--- src/rtl/l2_arbiter.sv ---
// rtl/l2_arbiter.sv - two-port (data/instruction) arbiter in front of the L2 cache
//
// Ports:
//   i_clock, i_reset          sole clock, synchronous active-high reset
//   port A (data)             i_a_rw, i_a_request, o_a_ready, i_a_address, o_a_rdata, i_a_wdata
//   port B (instruction)      i_b_rw, i_b_request, o_b_ready, i_b_address, o_b_rdata, i_b_wdata
//   downstream (L2 cache)     o_l2_rw, o_l2_request, i_l2_ready, o_l2_address, i_l2_rdata, o_l2_wdata
// Parameter FIXED_PRIORITY: 0 = round-robin on ties, 1 = port A always wins ties.
// All outputs are registered.

module l2_arbiter #(
    parameter bit FIXED_PRIORITY = 1'b0
) (
    input  logic        i_clock,
    input  logic        i_reset,
    // port A
    input  logic        i_a_rw,
    input  logic        i_a_request,
    output logic        o_a_ready,
    input  logic [31:0] i_a_address,
    output logic [31:0] o_a_rdata,
    input  logic [31:0] i_a_wdata,
    // port B
    input  logic        i_b_rw,
    input  logic        i_b_request,
    output logic        o_b_ready,
    input  logic [31:0] i_b_address,
    output logic [31:0] o_b_rdata,
    input  logic [31:0] i_b_wdata,
    // downstream
    output logic        o_l2_rw,
    output logic        o_l2_request,
    input  logic        i_l2_ready,
    output logic [31:0] o_l2_address,
    input  logic [31:0] i_l2_rdata,
    output logic [31:0] o_l2_wdata
);

    typedef enum logic [1:0] {
        ST_IDLE    = 2'd0,
        ST_BUSY_A  = 2'd1,
        ST_BUSY_B  = 2'd2,
        ST_RELEASE = 2'd3
    } state_t;

    state_t      state_q, state_d;
    logic        last_b_q, last_b_d;        // 1 when B was the most recent grant
    logic        l2_rw_q, l2_rw_d;
    logic        l2_request_q, l2_request_d;
    logic [31:0] l2_address_q, l2_address_d;
    logic [31:0] l2_wdata_q, l2_wdata_d;
    logic        a_ready_q, a_ready_d;
    logic        b_ready_q, b_ready_d;
    logic [31:0] a_rdata_q, a_rdata_d;
    logic [31:0] b_rdata_q, b_rdata_d;
    logic        pick_a;

    // A wins when it is alone, or on a tie when priority is fixed or B went last.
    assign pick_a = i_a_request & (~i_b_request | FIXED_PRIORITY | last_b_q);

    always_comb begin
        state_d      = state_q;
        last_b_d     = last_b_q;
        l2_rw_d      = l2_rw_q;
        l2_request_d = l2_request_q;
        l2_address_d = l2_address_q;
        l2_wdata_d   = l2_wdata_q;
        a_ready_d    = a_ready_q;
        b_ready_d    = b_ready_q;
        a_rdata_d    = a_rdata_q;
        b_rdata_d    = b_rdata_q;

        case (state_q)
            ST_IDLE: begin
                if (pick_a) begin
                    l2_rw_d      = i_a_rw;
                    l2_address_d = i_a_address;
                    l2_wdata_d   = i_a_wdata;
                    l2_request_d = 1'b1;
                    last_b_d     = 1'b0;
                    state_d      = ST_BUSY_A;
                end else if (i_b_request) begin
                    l2_rw_d      = i_b_rw;
                    l2_address_d = i_b_address;
                    l2_wdata_d   = i_b_wdata;
                    l2_request_d = 1'b1;
                    last_b_d     = 1'b1;
                    state_d      = ST_BUSY_B;
                end
            end
            ST_BUSY_A: begin
                if (i_l2_ready) begin
                    a_ready_d = 1'b1;
                    // o_l2_rw still holds the granted direction here
                    if (!l2_rw_q) begin
                        a_rdata_d = i_l2_rdata;
                    end
                    l2_request_d = 1'b0;
                    l2_rw_d      = 1'b0;
                    state_d      = ST_RELEASE;
                end
            end
            ST_BUSY_B: begin
                if (i_l2_ready) begin
                    b_ready_d = 1'b1;
                    if (!l2_rw_q) begin
                        b_rdata_d = i_l2_rdata;
                    end
                    l2_request_d = 1'b0;
                    l2_rw_d      = 1'b0;
                    state_d      = ST_RELEASE;
                end
            end
            ST_RELEASE: begin
                // One dead cycle: the L2 ignores requests while its ready is high.
                a_ready_d = 1'b0;
                b_ready_d = 1'b0;
                state_d   = ST_IDLE;
            end
            default: begin
                state_d = ST_IDLE;
            end
        endcase
    end

    always_ff @(posedge i_clock) begin
        if (i_reset) begin
            state_q      <= ST_IDLE;
            last_b_q     <= 1'b1;           // A wins the first tie after reset
            l2_rw_q      <= 1'b0;
            l2_request_q <= 1'b0;
            l2_address_q <= 32'd0;
            l2_wdata_q   <= 32'd0;
            a_ready_q    <= 1'b0;
            b_ready_q    <= 1'b0;
            a_rdata_q    <= 32'd0;
            b_rdata_q    <= 32'd0;
        end else begin
            state_q      <= state_d;
            last_b_q     <= last_b_d;
            l2_rw_q      <= l2_rw_d;
            l2_request_q <= l2_request_d;
            l2_address_q <= l2_address_d;
            l2_wdata_q   <= l2_wdata_d;
            a_ready_q    <= a_ready_d;
            b_ready_q    <= b_ready_d;
            a_rdata_q    <= a_rdata_d;
            b_rdata_q    <= b_rdata_d;
        end
    end

    assign o_l2_rw      = l2_rw_q;
    assign o_l2_request = l2_request_q;
    assign o_l2_address = l2_address_q;
    assign o_l2_wdata   = l2_wdata_q;
    assign o_a_ready    = a_ready_q;
    assign o_b_ready    = b_ready_q;
    assign o_a_rdata    = a_rdata_q;
    assign o_b_rdata    = b_rdata_q;

endmodule

--- config.mk ---
export PLATFORM = sky130hd
export DESIGN_NAME = l2_arbiter
export DESIGN_NICKNAME = d
export VERILOG_FILES = /design/src/rtl/l2_arbiter.sv
export SDC_FILE = /design/constraint.sdc
export NUM_CORES = 1
export LEC_CHECK = 0
export CAP_MARGIN = 20
export CORE_MARGIN = 3
export CORE_UTILIZATION = 30
export DETAILED_ROUTE_END_ITERATION = 12
export PLACE_DENSITY_LB_ADDON = 0.05
export SETUP_SLACK_MARGIN = 0.2
export SLEW_MARGIN = 20
export SYNTH_ARGS = -nofsm -noshare
export SYNTH_HDL_FRONTEND = slang
export SYNTH_SLANG_ARGS = --single-unit
--- constraint.sdc ---
create_clock -name i_clock -period 3.3 [get_ports i_clock]
set_clock_uncertainty 0.2 [all_clocks]
set_input_delay 0.33 -clock i_clock [delete_from_list [all_inputs] [get_ports i_clock]]
set_output_delay 0.33 -clock i_clock [all_outputs]
set_load 0.05 [all_outputs]
Word-level counts from Yosys, hierarchy flattened. Index checks and enable logic that the tools add are counted. W data, S select, Z words.

Flip-flop bits (word level): 135. Output and inout port bits: 132.

Reduce and logical (&&, ||, !) cells: 13. Bitwise logic cells: 4. Muxes and demuxes: 19. Equal/unequal tests: 7.

Operator list (count): $mux W32 (4); $reduce_and A3 Y1 (3); $pmux W1 S2 (4); $reduce_and A2 Y1 (4); $reduce_bool A2 Y1 (4); $mux W1 (7); $mux W2 (3); $pmux W2 S3 (1); $eq A2 B2 Y1 const B (2); $ne A2 B2 Y1 const B (2); $ne A3 B3 Y1 const B (1); $eq A2 B1 Y1 const B (1); $logic_not A2 Y1 (1); $ne A2 B1 Y1 const B (1); $not A1 Y1 (2); $reduce_or A2 Y1 (1); $and A1 B1 Y1 (1); $or A1 B1 Y1 (1).

Longest topological paths before layout.
Depth after elaboration: 5. Depth in mapped cells: 7.

Worst setup path before layout. OpenSTA, ideal clock, no wires.

Kind: register to register. From: reg l2_rw_q (netlist: o_l2_rw). To: reg a_rdata_q[23] (netlist: o_a_rdata[23]). Path slack: 1.540 ns. Buffers on the path: 1. Data required time: 3.030 ns. Stages on the path, launching flop included: 6. Clock period less this slack: 1.760 ns. Arrival time: 1.489 ns. Cell sequence: dfxtp_1 -> and2b_1 -> nand2_1 -> buf_1 -> nand2_1 -> a21oi_1.

Word-level cells in the longest chain between the ends: 2.

Ends and longest elaborated chain: from (decl) (line 48) `logic l2_rw_q, l2_rw_d;`; from (signal assigned) (line 141) `l2_rw_q <= l2_rw_d;`; $not A1 Y1 (no line); $reduce_and A3 Y1 (no line); to (signal assigned) (line 147) `a_rdata_q <= a_rdata_d;`; to (decl) (line 54) `logic [31:0] a_rdata_q, a_rdata_d;`.

No other way between the ends. A chain may end at the register's enable or synchronous reset.

Final worst setup path.
From: reg state_q[1]. To: reg l2_address_q[7] (netlist: o_l2_address[7]).

Word-level cells in the longest chain between the ends: 2.

Ends and longest elaborated chain: from (decl) (line 46) `state_t state_q, state_d;`; from (signal assigned) (line 139) `state_q <= state_d;`; $logic_not A2 Y1 (line 73) `case (state_q)`; $reduce_and A2 Y1 (no line); to (signal assigned) (line 143) `l2_address_q <= l2_address_d;`; to (decl) (line 50) `logic [31:0] l2_address_q, l2_address_d;`.

No other way between the ends.

==> out/summary.md <==
The post-route fraction of the period consumed by the critical path was 70.5%; the overflow left after global routing was 0. Synthesis inferred 135 register bits. Buffers inserted during clock tree synthesis total 17. Global routing consumed, on the met3 layer, 7.16% of the routing resources.

Wires add up to 19.4 mm. During synthesis, Yosys emitted a total of 0 warnings. 0 antenna diodes ended up in the layout. The number of standard cells after synthesis is 693. The delay of the slowest critical-path stage works out to 540 ps. For this block, the initial DRC count from the detailed router was 290. The tools report the number of top-level design ports as 299.

Post-CTS repair changed the size of 0 cells. In the global route stage, met2 resource usage came out at 31.7%. After detailed routing, the number of vias per cell comes to 4.89.

The post-route netlist has 6.09% of its cells at a drive strength greater than 1. After clock tree synthesis, the flow added hold-fix buffers numbering 0. The critical path class is register to register. The global-route usage over all layers is 18.6%. The smallest clock period supported by the final layout is computed as 2320 ps. The netlist area before placement is 5560 um^2, and the number of max-cap violations is 0. The finished cells cover 9210 um^2. At the worst endpoint, the required time is 3420 ps. Max-slew violation total from the final report: 0. Synthesis produced a netlist with a net count of 865.

VDD sags by at most 0.408 mV. At the later pin of the worst-skew pair, clock insertion delay measures 410 ps. DRC violation count after routing: 0.

The busiest metal layer after global routing is met2. Counting along the longest clock path gives a buffer depth of 2. Wire length of the first global-routing pass: 30.0 mm. Filler cell count in the final layout: 1685. Dividing the synthesized area by the synthesized cell count gives 8.03 um^2.

The logs give 0 for the buffer count from post-CTS setup fixing and 0 ps for the aggregate negative setup slack. Setup repair after global routing left no endpoint under its margin. Entering global routing, the biggest net connects 66 pins. The count of distinct cell types in the synthesized netlist came out at 29. The horizontal die dimension came out at 142 um. Setup violations remaining at the end of the flow were counted as 0. The logs give 5787 for the via count of the first global-routing pass and 51.7% for the worst slew margin relative to its limit. The run gives 5859 as the detailed-route via count. The largest fanout of any net on the critical path came out at 48. The routed wire length per instance was 16.2 um. The startpoint of the most critical register-to-register path is state_q[1]. Dividing total power by cell area gives a power density of 878 nW/um^2. The library cell used most frequently in the layout, excluding fill and tap cells, is sky130_fd_sc_hd__clkdlybuf4s50_1.

The signal on the critical path passes through inv_1, ha_1, o21a_4, buf_4, nor2_1, a311oi_2. The tree is rooted in a sky130_fd_sc_hd__clkbuf_16. Tracing the worst setup path back leads to its startpoint at state_q[1].

The weighted congestion reported at the end of routability-driven placement is 0.760, and the instance area at placement is 8590 um^2. In the layout the commonest cells are 296 x sky130_fd_sc_hd__clkdlybuf4s50_1, 195 x sky130_fd_sc_hd__nand2_1, 135 x sky130_fd_sc_hd__dfxtp_1. Class of the tightest hold or removal check: input pin to register. STA classifies the critical path endpoint as a register. STA classifies the critical path startpoint as a register. The clock edge transition at the registers on the reported setup and hold paths was 60 ps; the number of antenna violations at the first check in global routing was 0. For the worst setup path, the data arrival time is 2440 ps.

The die is 142 um tall. For this configuration, the core starts out at a cell density of 30.8%. Once detail routing completed, the nets flagged for antenna violations numbered 0. For this run, the post-layout net count is 1128. Post-detailed-placement half-perimeter wirelength: 13.8 mm. The tools report the site row count as 49.

Port buffering added 298 buffers. The hold path startpoint is i_a_request. The die covers 20200 um^2. Of the synthesized area, sequential elements account for 48.6%.

On the critical path, the stage with the largest delay is an instance of sky130_fd_sc_hd__o21a_4. The synthesis-to-finish area growth came out at 65.6%. The run gives 135 as the total number of clock tree sinks. For met1 alone, demand over resource in global routing was 21.1%. For the pin with the worst max-slew slack, the measured transition is 725 ps.

TritonCTS built the clock tree. The run gives 18100 um^2 as the core area. The run gives 0 as the hold violation total from the final report. The run finished with clean final reports. For this design the static power due to leakage is 3.33 nW.

The H-tree generated during clock tree synthesis spans 4 levels. First-pass iteration count of the detailed router: 4. Timing would allow up to 430 MHz.
state kept, by name (all words and copies together) (netlist names):
name	flops
o_l2_wdata	32
state_q	2
o_l2_address	32
o_a_ready	1
o_a_rdata	32
last_b_q	1
o_b_ready	1
o_l2_rw	1
o_b_rdata	32
o_l2_request	1
synth_stat cells:
| cell | number | area share, % |
|---|---|---|
| sky130_fd_sc_hd__buf_6 | 7 | 1.4 |
| sky130_fd_sc_hd__buf_4 | 2 | 0.27 |
| sky130_fd_sc_hd__o21a_4 | 1 | 0.27 |
| sky130_fd_sc_hd__nand2_1 | 196 | 13 |
| sky130_fd_sc_hd__o211ai_1 | 1 | 0.13 |
| sky130_fd_sc_hd__nand3_1 | 65 | 5.8 |
| sky130_fd_sc_hd__o31ai_1 | 1 | 0.13 |
| sky130_fd_sc_hd__clkbuf_1 | 16 | 1.1 |
| sky130_fd_sc_hd__a31oi_1 | 1 | 0.11 |
| sky130_fd_sc_hd__and2_1 | 2 | 0.22 |
| sky130_fd_sc_hd__ha_1 | 5 | 1.1 |
| sky130_fd_sc_hd__mux2i_1 | 1 | 0.18 |
| sky130_fd_sc_hd__or2_2 | 1 | 0.11 |
| sky130_fd_sc_hd__dfxtp_1 | 135 | 49 |
| sky130_fd_sc_hd__o22ai_1 | 1 | 0.11 |
| sky130_fd_sc_hd__a311oi_2 | 10 | 2.7 |
| sky130_fd_sc_hd__nor3b_1 | 1 | 0.13 |
| sky130_fd_sc_hd__nand2b_1 | 2 | 0.22 |
| sky130_fd_sc_hd__a21oi_1 | 67 | 6.0 |
| sky130_fd_sc_hd__o21ai_0 | 3 | 0.27 |
| sky130_fd_sc_hd__nor2_1 | 70 | 4.7 |
| sky130_fd_sc_hd__inv_1 | 4 | 0.27 |
| sky130_fd_sc_hd__buf_2 | 32 | 2.9 |
| sky130_fd_sc_hd__a211oi_1 | 1 | 0.13 |
| sky130_fd_sc_hd__a311oi_1 | 55 | 8.7 |
| sky130_fd_sc_hd__and2b_1 | 1 | 0.13 |
| sky130_fd_sc_hd__a22oi_1 | 2 | 0.27 |
| sky130_fd_sc_hd__buf_1 | 8 | 0.54 |
| sky130_fd_sc_hd__nor2b_1 | 2 | 0.22 |
layout make-up:
| class | instances | area, um^2 | area share, % |
|---|---|---|---|
| Clock inverter | 15 | 194 | 2.10 |
| Timing Repair Buffer | 309 | 3080 | 33.5 |
| Inverter | 4 | 15.0 | 0.163 |
| Tap cell | 229 | 287 | 3.11 |
| Multi-Input combinational cell | 489 | 2510 | 27.2 |
| Sequential cell | 135 | 2700 | 29.3 |
| Clock buffer | 17 | 425 | 4.62 |
worst max-delay path, delay by kind of cell, from the launching register on:
kind	cells	cell delay, ps
fa+ha+maj	1	320
flops	1	340
buf+inv	2	470
compound gates	2	790
simple gates	1	80
where the power goes:
group	switching (mW)	total [mW]	internal, mW
combinational	2.53	3.84	1.31
sequential	0.225	2.27	2.04
clock	0.777	1.99	1.21
kinds of logic (layout without fill, tap and decap cells):
kind of cell	after synthesis	after routing	synth area share (%)
simple gates	340	340	24.8
buf+inv	69	345	6.45
mux	1	1	0.180
compound gates	143	143	18.8
flops	135	135	48.6
fa+ha+maj	5	5	1.12
per-layer routing:
metal | part of all wire (%) | wire length [um]
met3 | 8.6 | 1660
met1 | 40 | 7760
met5 | 0 | 0
met4 | 2.4 | 469
met2 | 49 | 9500
through the flow:
stage                     std cells  power, mW  utilization (%)  hold WS (ps)  setup WS [ps]
after global placement         1166       6.08             47.5           242            958
final                          1198       8.09             50.9           131            975
after global routing           1198       8.51             50.9           136            787
after CTS                      1198       8.16             50.9           110            973
after detailed placement       1166       6.15             47.5           246            867
after floorplan                 693       4.90                -           266           1540
path summary, 6_finish.rpt:
kind / endpoint / slack, ps / cells past startpoint
max: o_l2_address[7] / 980 / 6
min: state_q[0] / 130 / 3
max reg2reg: o_l2_address[7] / 980 / 6
min reg2reg: o_a_rdata[27] / 250 / 2
No activity file was read; power rests on OpenSTA's default activity.
